`config.mk`:
```
export PLATFORM = sky130hd
export DESIGN_NAME = pc_fetch_sequencer
export DESIGN_NICKNAME = d
export VERILOG_FILES = /design/src/rtl/pc_fetch_sequencer_pkg.sv /design/src/rtl/pc_redirect_mux.sv /design/src/rtl/pc_fetch_sequencer.sv
export SDC_FILE = /design/constraint.sdc
export NUM_CORES = 1
export LEC_CHECK = 0
export ABC_AREA = 1
export CAP_MARGIN = 20
export CELL_PAD_IN_SITES_DETAIL_PLACEMENT = 1
export CELL_PAD_IN_SITES_GLOBAL_PLACEMENT = 1
export CORE_ASPECT_RATIO = 0.75
export CORE_UTILIZATION = 34
export CTS_CLUSTER_SIZE = 16
export DETAILED_ROUTE_END_ITERATION = 10
export GPL_ROUTABILITY_DRIVEN = 1
export PLACE_DENSITY_LB_ADDON = 0.1
export SKIP_LAST_GASP = 1
export SYNTH_ARGS = -nofsm -noshare
export SYNTH_HDL_FRONTEND = slang
export SYNTH_SLANG_ARGS = --single-unit
```
`constraint.sdc`:
```
create_clock -name clock -period 2.4 [get_ports clock]
set_input_delay 0.36 -clock clock [delete_from_list [all_inputs] [get_ports clock]]
set_output_delay 0.36 -clock clock [all_outputs]
set_load 0.02 [all_outputs]
```
`src/rtl/pc_fetch_sequencer_pkg.sv`:
```
// Shared constants and state encoding for the fetch-side PC sequencer.
// Exports INSTR_W, default vectors and the sequencer state type.
package pc_fetch_sequencer_pkg;

  localparam int INSTR_W = 32;

  localparam logic [31:0] RESET_VECTOR_DEF = 32'h0000_0000;
  localparam logic [31:0] EXC_VECTOR_DEF   = 32'h0000_0080;

  localparam logic [1:0] S_BOOT = 2'd0;
  localparam logic [1:0] S_REQ  = 2'd1;
  localparam logic [1:0] S_HOLD = 2'd2;

  typedef enum logic [1:0] {
    ST_BOOT = S_BOOT,
    ST_REQ  = S_REQ,
    ST_HOLD = S_HOLD
  } state_t;

endpackage

```
`src/rtl/pc_redirect_mux.sv`:
```
// Priority redirect select: exception > branch > jump, word-aligned target.
// In: exception/branch/jump requests+targets. Out: any_redirect, is_exc, target.
module pc_redirect_mux
  import pc_fetch_sequencer_pkg::*;
#(
  parameter int                ADDR_W     = 32,
  parameter logic [ADDR_W-1:0] EXC_VECTOR = ADDR_W'(EXC_VECTOR_DEF)
) (
  input  logic              exception,
  input  logic              branch_taken,
  input  logic [ADDR_W-1:0] branch_target,
  input  logic              jump,
  input  logic [ADDR_W-1:0] jump_target,
  output logic              any_redirect,
  output logic              is_exc,
  output logic [ADDR_W-1:0] target
);

  logic [ADDR_W-1:0] raw;

  always_comb begin
    raw = '0;
    if (exception)
      raw = EXC_VECTOR;
    else if (branch_taken)
      raw = branch_target;
    else if (jump)
      raw = jump_target;
  end

  assign target       = {raw[ADDR_W-1:2], 2'b00};
  assign any_redirect = exception | branch_taken | jump;
  assign is_exc       = exception;

endmodule

```
`src/rtl/pc_fetch_sequencer.sv`:
```
// Fetch PC owner: sequences imem req/ack, squashes stale fetches, holds on stall.
// Ports: imem req/addr/ack/rdata, redirects, stall, instr out to IF/ID, pc_next/pc_write.
module pc_fetch_sequencer
  import pc_fetch_sequencer_pkg::*;
#(
  parameter int                ADDR_W       = 32,
  parameter logic [ADDR_W-1:0] RESET_VECTOR = ADDR_W'(RESET_VECTOR_DEF),
  parameter logic [ADDR_W-1:0] EXC_VECTOR   = ADDR_W'(EXC_VECTOR_DEF)
) (
  input  logic               clock,
  input  logic               reset,
  input  logic               stall,
  input  logic               exception,
  input  logic               branch_taken,
  input  logic [ADDR_W-1:0]  branch_target,
  input  logic               jump,
  input  logic [ADDR_W-1:0]  jump_target,
  output logic               imem_req,
  output logic [ADDR_W-1:0]  imem_addr,
  input  logic               imem_ack,
  input  logic [INSTR_W-1:0] imem_rdata,
  output logic               instr_valid,
  output logic [INSTR_W-1:0] instr,
  output logic [ADDR_W-1:0]  instr_pc,
  output logic [ADDR_W-1:0]  pc_next,
  output logic               pc_write
);

  state_t             state;
  logic [ADDR_W-1:0]  cur_pc;
  logic [ADDR_W-1:0]  pend_pc;
  logic               pend_valid;
  logic               pend_exc;
  logic [ADDR_W-1:0]  hold_pc;
  logic [INSTR_W-1:0] hold_instr;

  logic              redir;
  logic              redir_exc;
  logic [ADDR_W-1:0] redir_pc;

  pc_redirect_mux #(
    .ADDR_W     (ADDR_W),
    .EXC_VECTOR (EXC_VECTOR)
  ) u_redirect (
    .exception     (exception),
    .branch_taken  (branch_taken),
    .branch_target (branch_target),
    .jump          (jump),
    .jump_target   (jump_target),
    .any_redirect  (redir),
    .is_exc        (redir_exc),
    .target        (redir_pc)
  );

  logic in_boot;
  logic in_req;
  logic in_hold;
  logic drop;
  logic pass;
  logic hold_out;
  logic keep_pend;
  logic [ADDR_W-1:0] seq_pc;

  assign in_boot = (state == ST_BOOT);
  assign in_req  = (state == ST_REQ);
  assign in_hold = (state == ST_HOLD);
  assign seq_pc  = cur_pc + ADDR_W'(4);

  // Returned data is stale if any redirect is live now or was seen
  // while the request was outstanding.
  assign drop     = redir | pend_valid;
  assign pass     = in_req & imem_ack & ~drop & ~stall;
  assign hold_out = in_hold & ~redir;

  // Only an exception may replace a pending exception.
  assign keep_pend = pend_valid & pend_exc & ~redir_exc;

  assign imem_req  = in_req;
  assign imem_addr = cur_pc;

  assign instr_valid = pass | hold_out;

  always_comb begin
    instr    = '0;
    instr_pc = '0;
    if (pass) begin
      instr    = imem_rdata;
      instr_pc = cur_pc;
    end else if (hold_out) begin
      instr    = hold_instr;
      instr_pc = hold_pc;
    end
  end

  always_comb begin
    pc_next = cur_pc;
    unique case (1'b1)
      in_boot: begin
        if (redir)
          pc_next = redir_pc;
      end
      in_req: begin
        if (imem_ack) begin
          if (redir)
            pc_next = redir_pc;
          else if (pend_valid)
            pc_next = pend_pc;
          else
            pc_next = seq_pc;
        end
      end
      in_hold: begin
        if (redir)
          pc_next = redir_pc;
      end
      default: pc_next = cur_pc;
    endcase
  end

  assign pc_write = (pc_next != cur_pc);

  always_ff @(posedge clock or negedge reset) begin
    if (!reset) begin
      state      <= ST_BOOT;
      cur_pc     <= RESET_VECTOR;
      pend_pc    <= '0;
      pend_valid <= 1'b0;
      pend_exc   <= 1'b0;
      hold_pc    <= '0;
      hold_instr <= '0;
    end else begin
      cur_pc <= pc_next;
      unique case (state)
        ST_BOOT: state <= ST_REQ;
        ST_REQ: begin
          if (imem_ack) begin
            pend_valid <= 1'b0;
            pend_exc   <= 1'b0;
            if (!drop && stall) begin
              hold_instr <= imem_rdata;
              hold_pc    <= cur_pc;
              state      <= ST_HOLD;
            end
          end else if (redir && !keep_pend) begin
            pend_valid <= 1'b1;
            pend_pc    <= redir_pc;
            pend_exc   <= redir_exc;
          end
        end
        ST_HOLD: begin
          if (redir || !stall)
            state <= ST_REQ;
        end
        default: state <= ST_BOOT;
      endcase
    end
  end

endmodule

```
After elaboration in Yosys (flattened, before gate mapping)
Cells that the tools add are included.
{ "classes": {"add_sub_neg": 1, "n_eq_ne": 6, "n_mux": 20, "n_bitwise": 15, "reduce_logical": 13} }
{ "op_table": {"columns": ["operator", "count"], "rows": [
  ["two-way mux 32 bit", 11],
  ["one-hot mux 32 bit (2 select lines)", 1],
  ["adder 32 x 3 -> 32 bit, second input constant", 1],
  ["inequality test 32 bit", 1],
  ["AND reduction 3 bit", 3],
  ["bitwise AND 1 bit", 6],
  ["two-way mux 2 bit", 3],
  ["one-hot mux 2 bit (3 select lines)", 1],
  ["inverter 1 bit", 5],
  ["two-way mux 1 bit", 4],
  ["inequality test 2 x 1 -> 1 bit, second input constant", 2],
  ["OR 1 bit", 4],
  ["logical NOT 1 bit", 3],
  ["== test 2 x 1 -> 1 bit, second input constant", 1],
  ["== test 2 bit, second input constant", 1],
  ["logical AND 1 bit", 2],
  ["logical NOT 2 bit", 1],
  ["inequality test 2 bit, second input constant", 1],
  ["AND reduction 2 bit", 1],
  ["nonzero test 2 bit", 1],
  ["OR reduction 2 bit", 1],
  ["logical OR 1 bit", 1]
]} }
{ "totals": {"reg_bits": 130, "in_bits": 103, "output_inout_bits": 131, "wordCells": 62} }

Longest topological paths before layout
Gate-level depths: netlist of run 1.
{ "logic_depth": {"word_depth": 8, "depth_mapped": 18, "mapped_depth_nobuf": 17} }

By module
From an unflattened synthesis of run 1, not the netlist that was laid out.
{ "hier_totals": {"hier_cells": 1337, "hier_area_um2": 9028.7} }
{ "by_module_without_submodules": {"columns": ["mod", "n_inst", "cells_each", "area_each_um2", "seq_area_each_um2"], "rows": [
  ["pc_fetch_sequencer", 1, 1228, 8518.2, 3303.2],
  ["pc_redirect_mux", 1, 109, 510.5, 0.0]
]} }

Least setup slack after synthesis of run 1
Ideal clock, no wire load.
{ "synth_timing": {"path_kind": "reg-to-output", "start": "register cur_pc[3], in the netlist imem_addr[3]", "end": "output port pc_write", "arrival_time_ns": 2.098, "t_required_ns": 2.040, "setup_slack_ns": -0.058, "path_stages_with_launch": 17, "path_buffers": 0, "cell_sequence": "dfrtp_1 > ha_1 > nand3_1 > nor2_4 > nand2_4 > o21ai_1 > nand3_1 > nand2_1 > nand2_1 > nand2_1 > nand2_1 > nand3_1 > nand2_1 > nor2_1 > nand2_1 > nor2_1 > nand3_1"} }
{ "synth_between": {"elab_chain_len": 6, "elab_cells_between_ends": 7, "classes_between": "add/sub (1); eq/ne (1); mux (5)"} }
{ "synth_lines": {"columns": ["item", "line_no", "source"], "rows": [
  ["from (decl)", "pc_fetch_sequencer.sv:30", "logic [ADDR_W-1:0] cur_pc;"],
  ["from (signal assigned)", "pc_fetch_sequencer.sv:132", "cur_pc <= pc_next;"],
  ["adder 32 x 3 -> 32 bit", "pc_fetch_sequencer.sv:67", "assign seq_pc = cur_pc + ADDR_W'(4);"],
  ["two-way mux 32 bit", "pc_fetch_sequencer.sv:106", "else if (pend_valid)"],
  ["two-way mux 32 bit", "pc_fetch_sequencer.sv:104", "if (redir)"],
  ["two-way mux 32 bit", "pc_fetch_sequencer.sv:103", "if (imem_ack) begin"],
  ["one-hot mux 32 bit (2 select lines)", "pc_fetch_sequencer.sv:97", "unique case (1'b1)"],
  ["inequality test 32 bit *", "pc_fetch_sequencer.sv:120", "assign pc_write = (pc_next != cur_pc);"],
  ["to (decl)", "pc_fetch_sequencer.sv:26", "output logic pc_write"]
]} }
Mark *: on every way between the ends. The rest lies on a longest branch, timed or not.

Worst setup path after layout of run 1
{ "layout_timing": {"start": "register cur_pc[2], in the netlist imem_addr[2]", "end": "output port pc_write"} }
The elaborated chain is that of the path after synthesis.

==> results of run 1 <==
[cell usage after synthesis (all sizes together)]
cell type	count
a21oi	35
a22oi	3
a31oi	11
a32oi	23
a41oi	1
and2	1
buf	52
clkbuf	40
clkinv	3
dfrtp	130
ha	1
inv	142
nand2	423
nand3	115
nand4	11
nor2	82
nor3	7
o211ai	4
o21ai	217
o21bai	1
o22ai	4
o31ai	1
or2	1
[worst min path at each step]
stage	startpoint	endpoint	slack, ps
after floorplan	reset	hold_instr[0]	60
after global placement	reset	hold_instr[1]	380
after detailed placement	reset	hold_instr[1]	370
after CTS	branch_taken	pend_pc[2]	400
after global routing	branch_taken	pend_pc[7]	400
final	branch_taken	pend_pc[7]	390
[report_power, final]
group / internal, W / switching [W] / leakage, nW
sequential: 0.00321 / 0.000643 / 1.54
clock: 0.00152 / 0.00121 / 0.288
combinational: 0.00390 / 0.00561 / 5.69
total: 0.00863 / 0.00746 / 7.52
[through the flow]
stage          TNS, ps  hold WS, ps
4_1_cts         -16190        402.5
3_5_place_dp    -87700        374.9
2_1_floorplan        0        64.41
6_report        -31840        393.8
5_1_grt         -39490        401.3
3_3_place_gp    -73810        377.2
[layer usage]
| metal | routed length (microns) | track usage, % | part of all wire, % | up-vias |
|---|---|---|---|---|
| met5 | 0 | 0 | 0 | - |
| met1 | 18870 | 40.92 | 43 | 5595 |
| li1 | - | - | - | 5164 |
| met3 | 2342 | 7.020 | 5.3 | 94 |
| met4 | 1405 | 10.70 | 3.2 | 0 |
| met2 | 21270 | 52.65 | 48 | 346 |
[cells in the final DEF, fill, tap and decap left out, types with 3 or more instances in the layout]
cell type and instances:
nand2_1 319, buf_4 237, inv_1 130, clkdlybuf4s50_1 127, o21ai_0 122, dfrtp_1 121, buf_6 109, nand3_1 90
nand2_2 72, o21ai_2 52, nor2_1 44, o21ai_1 33, a21oi_1 32, nand2_4 31, buf_12 27, a32oi_1 23
nand3_2 21, nor2_2 19, nor2_4 17, clkbuf_16 17, a31oi_1 11, inv_6 11, nand4_1 11, inv_2 10
o21ai_4 10, dfrtp_2 9, buf_2 8, buf_8 6, nand3_4 4, o211ai_1 4, a22oi_2 3, nor3_2 3
o22ai_1 3, buf_16 3, dlygate4sd2_1 3
[sequential cells by signal (all words and copies together) (netlist names)]
name        flops
hold_instr     32
pend_pc        30
state           2
pend_valid      1
pend_exc        1
imem_addr      32
hold_pc        32
[kinds of logic after synthesis]
| group | after synthesis | synth area share (%) |
|---|---|---|
| adders and majority gates | 1 | 0.1435 |
| and+or+nand+nor | 640 | 32.31 |
| buffers and inverters | 237 | 11.51 |
| AOI/OAI and AO/OA | 300 | 18.73 |
| DFF | 130 | 37.31 |
[worst min-delay path, cell delays in order]
cell	delay (ps)
buf_2	130
nand2_1	90
buf_4	110
a41oi_1	110
[cell type report]
type / count / area share, %
Timing Repair Buffer: 522 / 33.12
Clock inverter: 13 / 0.8730
Sequential cell: 130 / 21.29
Multi-Input combinational cell: 941 / 35.38
Tap cell: 338 / 2.758
Clock buffer: 19 / 2.953
Inverter: 145 / 3.639
[what timing repair did]
action,CTS,global route
endpoints found under the hold margin,51,0
cloned,9,0
setup endpoints to repair,98,99
gates resized for setup,749,300
pin swaps,28,57
hold buffers,1,0
buffers inserted,53,41
==> results_dict.tcl, run 1 <==
set metrics [dict create \
    die_x_microns 186.9 \
    relSlewSlack_pct 62.29 \
    postLayoutCoreUtil_pct 61.13 \
    cp.depth 18 \
    fin_ws_ps -805.5 \
    start_kind "flip-flop" \
    antenna_found_initial 0 \
    die_area_sq_um 26300 \
    period_share_pct 133.6 \
    drc 0 \
    cts.htree.levels 4 \
    power.total_w 0.01610 \
    dp_cells 1983 \
    cap_violations 0 \
    rr_endpoint "imem_addr[30]" \
    synthesis.area_sq_um 8720 \
    ios 234 \
    slowest_delay_ps 420 \
    clockBufferDepth 2 \
    syn-num-nets 1412 \
    nets 1861 \
    io_buffer_count 229 \
    clk_pin_slew_ps 70 \
    synth_seq_cells 130 \
    worstReg2RegStart "imem_addr[2]" \
    outcome "complete, but fails checks" \
    rows 50 \
    die_h_microns 140.7 \
    ant_nets 0 \
    wire_per_inst_microns 20.82 \
    fill_cells 3019 \
    tightest_slew_ps 565.6 \
    drtIter0Drc 631 \
    final_cells 2108 \
    ir_drop_mv 0.6820 \
    grt_remaining_overflow 0 \
    tritoncts "done" \
    drt_wl_total_microns 43890 \
    viasPerCell 5.313 \
    coreArea_sq_um 25090 \
    cp_data_arrival_time_ps 2850 \
    critPathBufInv 2 \
    min_path_type "input pin to flip-flop" \
    stdcell_area_sq_um 15340 \
    yosysTopAreaCell "dfrtp_1" \
    p_per_area_nw_per_um2 1050 \
    period_needed_ps 3206 \
    syn_avg_cell_area_sq_um 6.666 \
    crit_fanout 4 \
    dp_slack_ps -1265 \
    rrSetupSlack_ps -570 \
    crit_end "pc_write" \
    drv_slew 0 \
    dpl_cell_area_sq_um 12720 \
    ys_seq_area_share_pct 37.31 \
    cpMostUsedCell "nand2_2" \
    violations "setup timing" \
    seq_area_sq_um 3264 \
    hold_viol_final 0 \
    cts.sinks 130 \
    path_class "flip-flop to primary output" \
    path_delay_family "simple AND/OR/NAND/NOR gates" \
    skew_ps 10.50 \
    grt_pass1_wl_microns 64360 \
    grt_pass1_vias 11480 \
    ff2ff_path_depth 22 \
    synth_top_area_share_pct 37.31 \
    cp-end-kind "primary output" \
    area_delta_synth_final_pct 75.88 \
    multi_input_area_sq_um 5425 \
    leakagePower_nw 7.519 \
    ys_types 37 \
    required_ps 2040 \
    globalplace.congestion 0.9195 \
    drive_above_1_share_pct 38.93 \
    vias 11200 \
    hpwl_microns 27990 \
    cts_root_buf "clkbuf_16" \
    grt_max_degree 55 \
    synth_area_leaders "dfrtp_1 37%, nand2_1 18%, o21ai_0 12%, nand3_1 6.3%, inv_1 5.8%" \
    path_cells "ha_4, nand2_4, nor2_4, buf_6, nand3_4, nand2_2, nand3_2, nand2_1, nand2_1, nand2_2, nand2_2, nand3_2, nand2_1, nor2_1, nand2_2, nor3_4, nand3_2, buf_6" \
    grt_use_total_pct 31.73 \
    clk_latency_ps 450 \
    drt_pass1_iterations 5 \
    cts_inserted_buffers 17 \
    initial_core_util_pct 34.76 \
    syn_inst 1308 \
    cp_slowest_cell "dfrtp_1" \
    hold_path_depth 4 \
    setup_viol 94 \
    diodes 0 \
    fmax_mhz 312.0 \
    rsz0062_at_grt "yes" \
    cp-startpoint "imem_addr[2]" \
    yosysWarnings 0 \
]
Note: power is estimated with default switching activity, not from simulation.
==> inputs of run 2 (changes only) <==
--- a/config.mk
+++ b/config.mk
@@ -14,6 +14,7 @@
 export CTS_CLUSTER_SIZE = 16
 export DETAILED_ROUTE_END_ITERATION = 10
 export GPL_ROUTABILITY_DRIVEN = 1
+export HOLD_SLACK_MARGIN = 0.08
 export PLACE_DENSITY_LB_ADDON = 0.1
 export SKIP_LAST_GASP = 1
 export SYNTH_ARGS = -nofsm -noshare
==> results of run 2 <==
Same layout as run 1: the final DEF is identical, and so are final timing and power.
==> inputs of run 3 (changes only) <==
==> constraint.sdc (replaced) <==
create_clock -name clock -period 3.3 [get_ports clock]
set_input_delay 0.495 -clock clock [delete_from_list [all_inputs] [get_ports clock]]
set_output_delay 0.495 -clock clock [all_outputs]
set_load 0.02 [all_outputs]
==> results_dict.tcl, run 3 (same netlist as run 1, synthesis figures left out) <==
set metrics [dict create \
    grt_pass1_wl_microns 56250 \
    drc 0 \
    io_buffer_count 229 \
    intPower_w 0.005676 \
    min_path_type "input pin to asynchronous set/reset pin" \
    coreArea_sq_um 25090 \
    grt_max_degree 129 \
    grt_pass1_vias 10270 \
    start_kind "input pin" \
    seq_area_sq_um 3257 \
    ant_nets 0 \
    ff2ff_path_depth 6 \
    viasPerCell 5.134 \
    switching_share_pct 43.98 \
    layout_commonest_cell "nand2_1" \
    p_per_area_nw_per_um2 782.2 \
    setup_viol 1 \
    diodes 0 \
    drv_slew 0 \
    cts_root_buf "clkbuf_16" \
    area_delta_synth_final_pct 48.56 \
    power.total_w 0.01013 \
    cp_data_arrival_time_ps 2870 \
    clk_latency_ps 440 \
    hold_viol_final 0 \
    die_x_microns 186.9 \
    initial_core_util_pct 34.76 \
    period_share_pct 102.0 \
    cts_inserted_buffers 17 \
    cts_hold_buffers 0 \
    fmax_mhz 297.0 \
    fin_ws_ps -66.77 \
    multi_input_area_sq_um 4541 \
    cp-end-kind "primary output" \
    p_sw_w 0.004456 \
    globalplace.congestion 0.8913 \
    grt_use_total_pct 27.35 \
    leakagePower_nw 6.317 \
    rsz0062_at_grt "yes" \
    wire_per_inst_microns 18.22 \
    dp_cells 1919 \
    tritoncts "done" \
    grt_remaining_overflow 0 \
    drt_pass1_iterations 5 \
    required_ps 2800 \
    cts.htree.levels 4 \
    nets 1717 \
    violations "setup timing" \
    stdcell_area_sq_um 12950 \
    skew_ps 19.64 \
    p_comb_share_pct 51.7 \
    clk_pin_slew_ps 60 \
    hpwl_microns 26530 \
    clockBufferDepth 2 \
    path_class "input pin to primary output" \
    drtIter0Drc 478 \
    ir_drop_mv 0.4290 \
    drive_above_1_share_pct 16.91 \
    antenna_found_initial 0 \
    drt_wl_total_microns 35790 \
    tightest_slew_ps 864.8 \
    ios 234 \
    crit_fanout 6 \
    seqPwrFrac_pct 27.6 \
    relSlewSlack_pct 42.35 \
    final_cell_mix "407 x nand2_1, 202 x o21ai_0, 140 x clkdlybuf4s50_1, 133 x inv_1, 133 x buf_4" \
    fill_cells 3192 \
    die_h_microns 140.7 \
    final_cells 1964 \
    dpl_cell_area_sq_um 12150 \
    cap_violations 0 \
    rrSetupSlack_ps 890 \
    vias 10080 \
    die_area_sq_um 26300 \
    period_needed_ps 3367 \
    outcome "complete, but fails checks" \
    rows 50 \
    clkPwrFrac_pct 20.7 \
    hold_slack_ps 112.3 \
    cts.sinks 130 \
]
[run 3: cell types whose count changed in the layout (fill, tap and decap cells not counted), moves of 52 or more]
cell / previous run / this run
nand2_1: 319 / 407
o21ai_0: 122 / 202
o21ai_2: 52 / 0
nand2_2: 72 / 10
buf_6: 109 / 8
buf_4: 237 / 133
[run 3: path summary, 6_finish.rpt]
path,startpoint,end
hold reg to reg,pend_pc[21],pend_pc[21]
setup reg to reg,pend_valid,pend_pc[29]
max in group asynchronous,reset,imem_addr[23]
hold / removal,reset,hold_instr[1]
setup / recovery,jump,pc_write
min in group clock,pend_pc[21],pend_pc[21]
[run 3: layout make-up]
cell class	instances	share of cell area [%]
Clock inverter	12	1.391
Inverter	145	4.211
Clock buffer	20	3.526
Multi-Input combinational cell	941	35.05
Timing Repair Buffer	378	27.41
Tap cell	338	3.265
Sequential cell	130	25.14
[run 3: timing repair]
action                     CTS  global route
gates resized for setup    159            36
pin swaps                    1             8
buffers inserted             0            13
setup endpoints to repair   83            88
[run 3: per-stage QoR]
| step | util (%) | setup slack, ps | TNS (ps) |
|---|---|---|---|
| 6_report | 51.64 | -66.77 | -66.77 |
| 5_1_grt | 51.64 | -273.5 | -391.1 |
| 4_1_cts | 50.98 | -256.5 | -1030 |
| 3_5_place_dp | 48.43 | -569.2 | -18890 |
| 3_3_place_gp | 48.43 | -534.8 | -10900 |
| 2_1_floorplan | - | 700.1 | 0 |
[run 3: power groups by stage]
stage                     Clock, W  Combinational, W  Sequential (W)
final                      0.00210           0.00523         0.00280
after floorplan                  0           0.00267         0.00284
after global routing       0.00219           0.00574         0.00288
after detailed placement         0           0.00519         0.00280
after global placement           0           0.00506         0.00278
after CTS                  0.00213           0.00516         0.00279
[run 3: layer usage]
| layer | GRT usage, % | vias up | share of wire [%] |
|---|---|---|---|
| met5 | 0 | - | 0 |
| met4 | 7.981 | 0 | 2.0 |
| met3 | 4.581 | 43 | 4.3 |
| met2 | 45.78 | 247 | 48 |
| met1 | 36.32 | 4932 | 46 |
| li1 | - | 4862 | - |
[run 3: worst max-delay path, cell delays in order]
cell and delay, ps:
clkdlybuf4s50_1 510, inv_1 80, nand2_2 150, buf_4 170, nand3_1 100, nand2_1 90, nand3_1 110, nand3_1 90
nand2_1 60, inv_1 50, nand2_1 40, nor2_1 160, nand3_1 130, nor3_2 200, buf_4 170, nand3_2 100
buf_6 150
